--- src/rtl/data_ram_port_arbiter_pkg.sv ---
// rtl/data_ram_port_arbiter_pkg.sv - shared state encodings and sizing helper for the data RAM arbiter
package data_ram_port_arbiter_pkg;

   typedef enum logic {
      ARB_S_CORE = 1'b0,
      ARB_S_HOST = 1'b1
   } arb_state_e;

   // Counter width that stays legal when the count range collapses to a single value.
   function automatic int cnt_width(input int n);
      return (n > 1) ? $clog2(n) : 1;
   endfunction

endpackage

--- src/rtl/data_ram_port_arbiter_ram_port_mux.sv ---
// rtl/data_ram_port_arbiter_ram_port_mux.sv - 2:1 select of RAM write port and read port 1 between core and host
module data_ram_port_arbiter_ram_port_mux #(
   parameter int DATA_WIDTH = 16,
   parameter int ADDR_WIDTH = 8
) (
   input  logic                  host_sel_i,
   input  logic                  core_we_i,
   input  logic [ADDR_WIDTH-1:0] core_waddr_i,
   input  logic [DATA_WIDTH-1:0] core_wdata_i,
   input  logic [ADDR_WIDTH-1:0] core_raddr_i,
   input  logic                  host_we_i,
   input  logic [ADDR_WIDTH-1:0] host_addr_i,
   input  logic [DATA_WIDTH-1:0] host_wdata_i,
   output logic                  ram_we_o,
   output logic [ADDR_WIDTH-1:0] ram_waddr_o,
   output logic [DATA_WIDTH-1:0] ram_wdata_o,
   output logic [ADDR_WIDTH-1:0] ram_raddr_o
);

   assign ram_we_o    = host_sel_i ? host_we_i    : core_we_i;
   assign ram_waddr_o = host_sel_i ? host_addr_i  : core_waddr_i;
   assign ram_wdata_o = host_sel_i ? host_wdata_i : core_wdata_i;
   assign ram_raddr_o = host_sel_i ? host_addr_i  : core_raddr_i;

endmodule

--- src/rtl/data_ram_port_arbiter.sv ---
// rtl/data_ram_port_arbiter.sv - shares data RAM write port and read port 1 between core and host requester
module data_ram_port_arbiter
   import data_ram_port_arbiter_pkg::*;
#(
   parameter int DATA_WIDTH = 16,
   parameter int ADDR_WIDTH = 8,
   parameter int MAX_WAIT   = 4,
   parameter int HOST_BURST = 2
) (
   input  logic                  Clock,
   input  logic                  Reset,
   input  logic                  iCoreIdle,
   input  logic                  iCoreWriteEnable,
   input  logic [ADDR_WIDTH-1:0] iCoreWriteAddress,
   input  logic [DATA_WIDTH-1:0] iCoreDataIn,
   input  logic [ADDR_WIDTH-1:0] iCoreReadAddress1,
   output logic                  oCoreStall,
   input  logic                  iHostReq,
   input  logic                  iHostWrite,
   input  logic [ADDR_WIDTH-1:0] iHostAddress,
   input  logic [DATA_WIDTH-1:0] iHostData,
   output logic                  oHostGrant,
   output logic                  oHostValid,
   output logic [DATA_WIDTH-1:0] oHostData,
   output logic                  oRamWriteEnable,
   output logic [ADDR_WIDTH-1:0] oRamWriteAddress,
   output logic [DATA_WIDTH-1:0] oRamDataIn,
   output logic [ADDR_WIDTH-1:0] oRamReadAddress1,
   input  logic [DATA_WIDTH-1:0] iRamDataOut1
);

   localparam int WW = $clog2(MAX_WAIT + 1);
   localparam int BW = cnt_width(HOST_BURST);

   arb_state_e            state_q, state_d;
   logic [WW-1:0]         wait_cnt_q, wait_cnt_d;
   logic [BW-1:0]         burst_cnt_q, burst_cnt_d;
   logic                  host_valid_q, host_valid_d;
   logic [DATA_WIDTH-1:0] host_data_q, host_data_d;
   logic                  slot_live;
   logic                  host_rd;
   logic                  mux_we;

   // A reset arriving mid-slot hands the port straight back and kills any host access that cycle.
   assign slot_live = (state_q == ARB_S_HOST) && !Reset;
   assign host_rd   = slot_live && iHostReq && !iHostWrite;

   always_comb begin
      state_d      = state_q;
      wait_cnt_d   = wait_cnt_q;
      burst_cnt_d  = burst_cnt_q;
      host_valid_d = host_rd;
      host_data_d  = host_data_q;
      if (host_rd) begin
         host_data_d = iRamDataOut1;
      end
      case (state_q)
         ARB_S_CORE: begin
            if (iHostReq && (iCoreIdle || wait_cnt_q == WW'(MAX_WAIT))) begin
               state_d     = ARB_S_HOST;
               burst_cnt_d = '0;
               wait_cnt_d  = '0;
            end else if (iHostReq) begin
               if (wait_cnt_q != WW'(MAX_WAIT)) begin
                  wait_cnt_d = wait_cnt_q + WW'(1);
               end
            end else begin
               wait_cnt_d = '0;
            end
         end
         ARB_S_HOST: begin
            if (iHostReq && (burst_cnt_q < BW'(HOST_BURST - 1))) begin
               burst_cnt_d = burst_cnt_q + BW'(1);
            end else begin
               state_d    = ARB_S_CORE;
               wait_cnt_d = '0;
            end
         end
         default: state_d = ARB_S_CORE;
      endcase
   end

   always_ff @(posedge Clock) begin
      if (Reset) begin
         state_q      <= ARB_S_CORE;
         wait_cnt_q   <= '0;
         burst_cnt_q  <= '0;
         host_valid_q <= 1'b0;
         host_data_q  <= '0;
      end else begin
         state_q      <= state_d;
         wait_cnt_q   <= wait_cnt_d;
         burst_cnt_q  <= burst_cnt_d;
         host_valid_q <= host_valid_d;
         host_data_q  <= host_data_d;
      end
   end

   data_ram_port_arbiter_ram_port_mux #(
      .DATA_WIDTH(DATA_WIDTH),
      .ADDR_WIDTH(ADDR_WIDTH)
   ) u_ram_port_mux (
      .host_sel_i  (slot_live),
      .core_we_i   (iCoreWriteEnable),
      .core_waddr_i(iCoreWriteAddress),
      .core_wdata_i(iCoreDataIn),
      .core_raddr_i(iCoreReadAddress1),
      .host_we_i   (iHostReq && iHostWrite),
      .host_addr_i (iHostAddress),
      .host_wdata_i(iHostData),
      .ram_we_o    (mux_we),
      .ram_waddr_o (oRamWriteAddress),
      .ram_wdata_o (oRamDataIn),
      .ram_raddr_o (oRamReadAddress1)
   );

   assign oRamWriteEnable = mux_we && !Reset;
   assign oCoreStall      = slot_live;
   assign oHostGrant      = slot_live && iHostReq;
   assign oHostValid      = host_valid_q;
   assign oHostData       = host_data_q;

endmodule

--- config.mk ---
export PLATFORM = sky130hd
export DESIGN_NAME = data_ram_port_arbiter
export DESIGN_NICKNAME = d
export VERILOG_FILES = /design/src/rtl/data_ram_port_arbiter_pkg.sv /design/src/rtl/data_ram_port_arbiter_ram_port_mux.sv /design/src/rtl/data_ram_port_arbiter.sv
export SDC_FILE = /design/constraint.sdc
export NUM_CORES = 1
export LEC_CHECK = 0
export BUFFER_PORTS_ARGS = -buffer_cell sky130_fd_sc_hd__buf_4
export CORE_ASPECT_RATIO = 0.8
export CORE_MARGIN = 2
export CORE_UTILIZATION = 38
export DETAILED_ROUTE_END_ITERATION = 7
export MAX_ROUTING_LAYER = met4
export PLACE_DENSITY = 0.85
export REMOVE_ABC_BUFFERS = 1
export SLEW_MARGIN = 20
export SYNTH_ARGS = -nofsm -noshare
export SYNTH_HDL_FRONTEND = slang
export SYNTH_SLANG_ARGS = --single-unit
--- constraint.sdc ---
create_clock -name Clock -period 2.33 [get_ports Clock]
set_clock_uncertainty 0.15 [all_clocks]
set_input_delay 0.233 -clock Clock [delete_from_list [all_inputs] [get_ports Clock]]
set_output_delay 0.233 -clock Clock [all_outputs]
set_load 0.02 [all_outputs]
==> out/metrics.yaml <==
nets: 403
path_buf_inv: 2
total_power_uw: 1030
grt_pass1_vias: 1370
ys_types: 24
finalSetupViolCount: 0
fmax_ghz: 0.502
drt-pass1-iter-count: 4
fin_util: 0.729
rrSetupSlack_ps: 810
synth_top_area_share: 0.348
path_cells: "nand2b_1, inv_2, nand2_1, nand2_1, buf_4"
slowest_stage: "dfxtp_1"
n_antenna_cell: 0
clk_pin_slew_ps: 70
fillCellCount: 251
outcome: "completed"
worstMarginPinSlew_ps: 396
port_buffers: 129
antenna_left: 0
start_util: 0.408
drt-initial-drc-count: 93
gp_congestion: 0.856
grt_overflow: 0
max_stage_delay_ps: 490
cts-resized-gates: 0
clkLatencyLatePin_ps: 260
clk_path_buf_depth: 2
startpoint: "state_q"
cts_sinks: 22
grt_pass1_wl_um: 6670
r2r_end: "wait_cnt_q[1]"
numCtsBuffers: 3
hold_buffers: 0
vias_per_cell: 4.49
r2r_cells: 5
hold_class: "in -> reg"
rsz0062_at_grt: "false"
die_y_um: 56.0
top_level_ports: 130
drc: 0
core_area_sq_um: 3150
syn_to_final_growth_pct: 78.9
synthesis.area_sq_um: 1280
wire_per_inst_um: 11.9
cts_setup_buffers: 0
cts_tree: "yes"
critPathCapture: "oRamReadAddress1[2]"
cap_viol_max_count: 0
power_leakage_uw: 0.00122
required_ps: 1950
final_hold_viol_count: 0
cp_num_cells: 5
cts-root-buf: "clkbuf_8"
critPathLaunchType: "flip-flop"
avgSynthCellArea_sq_um: 6.46
die_w_um: 69.0
final_common_cell: "buf_4"
worst_setup_path_end_kind: "primary output"
multi_input_area_sq_um: 729
grt_use_total: 0.216
layout-drive-gt1-share: 0.460
htreeDepth: 1
cp_common_cell: "nand2_1"
arrival_ps: 1610
ys_seq_area_frac: 0.343
layout_common_cells: "buf_4, nand2_1, dfxtp_1"
path_delay_family: "flip-flops"
synth_seq_cells: 22
slew_viol_final: 0
r2r-start: "wait_cnt_q[0]"
yosysWarnings: 0
period_share: 0.855
holdWs_ps: 62.4
vias: 1624
wirelength_um: 4310
synthTopCellsByArea: "nand2_1, dfxtp_1, a21oi_2"
max_slew_margin: 0.734
fp-row-count: 18
crit_fanout: 25
dpl.hpwl_um: 3500
setup_tns_ps: 0
layout.area.seq_sq_um: 440
antenna_found_initial: 0
syn_inst: 199
min_period_ps: 1990
synth_largest_area_cell: "nand2_1"
ir_worst_vdd_uv: 364
floorplan.die_area_sq_um: 3870
crit_type: "reg -> out"
grt_max_degree: 33
p_per_area_nw_per_um2: 450
==> worst min-delay path by stage <==
stage,start,depth (start not counted),endpoint
2_1_floorplan,Reset,1,oHostData[0]
3_3_place_gp,oHostData[10],2,oHostData[10]
3_5_place_dp,oHostData[15],2,oHostData[15]
4_1_cts,iRamDataOut1[12],3,oHostData[12]
5_1_grt,iRamDataOut1[5],3,oHostData[5]
6_report,iRamDataOut1[12],3,oHostData[12]
==> power breakdown <==
| part | leakage, uW | total (uW) | switching [uW] | internal [uW] |
|---|---|---|---|---|
| logic | 0.00101 | 297 | 138 | 159 |
| registers | 0.000178 | 385 | 4.43 | 380 |
| clock network | 0.0000357 | 352 | 122 | 229 |
==> cells by family after synthesis <==
family	synth area share
compound gates	0.130
fa+ha+maj	0.0195
buf+inv	0.0896
flops	0.343
mux	0.00779
simple gates	0.411
==> synthesized netlist by cell type (all sizes together) <==
cell	count
a22oi	1
ha	2
dfxtp	22
inv	4
o21ai	2
clkinv	1
buf	12
nor4	1
a211oi	2
nand4bb	1
nand2	121
nor2	3
nand3	1
mux2i	1
nor2b	1
or4b	1
nand2b	3
a21oi	20
==> stage by stage <==
step / cells / area, sq um / setup slack, ps
after global placement: 358 / 2230 / 628
final: 362 / 2300 / 337
after CTS: 362 / 2300 / 335
after detailed placement: 358 / 2230 / 596
after global routing: 362 / 2300 / 190
after floorplan: 187 / 1190 / 259
==> cell type report <==
class                      count  area share
timing repair buffer         131       0.428
multi-input combinational    160       0.317
sequential                    22       0.192
tap                           40      0.0218
clock buffer                   3      0.0180
clock inverter                 1      0.0131
inverter                       5      0.0103
==> worst reg2reg max path: cells and delay by family, from the launching register on <==
family                     cells  cell delay, ps
and+or+nand+nor                1             100
DFF                            1             380
buffers and inverters          1              60
adders and majority gates      1             220
AOI/OAI and AO/OA              2             550
==> layer usage <==
layer / vias to the layer above / global-route usage / part of all wire / wire, um
met2: 56 / 0.357 / 0.52 / 2220
met4: 0 / 0.0504 / 0.0067 / 29
li1: 871 / - / - / -
met1: 693 / 0.260 / 0.41 / 1750
met3: 4 / 0.0652 / 0.070 / 303
met5: - / - / 0 / 0
==> flip-flops by register name, summed over array words and instances, names as in the netlist <==
name,flops
burst_cnt_q,1
oHostData,16
oHostValid,1
state_q,1
wait_cnt_q,3
Note: power is estimated with default switching activity, not from simulation.
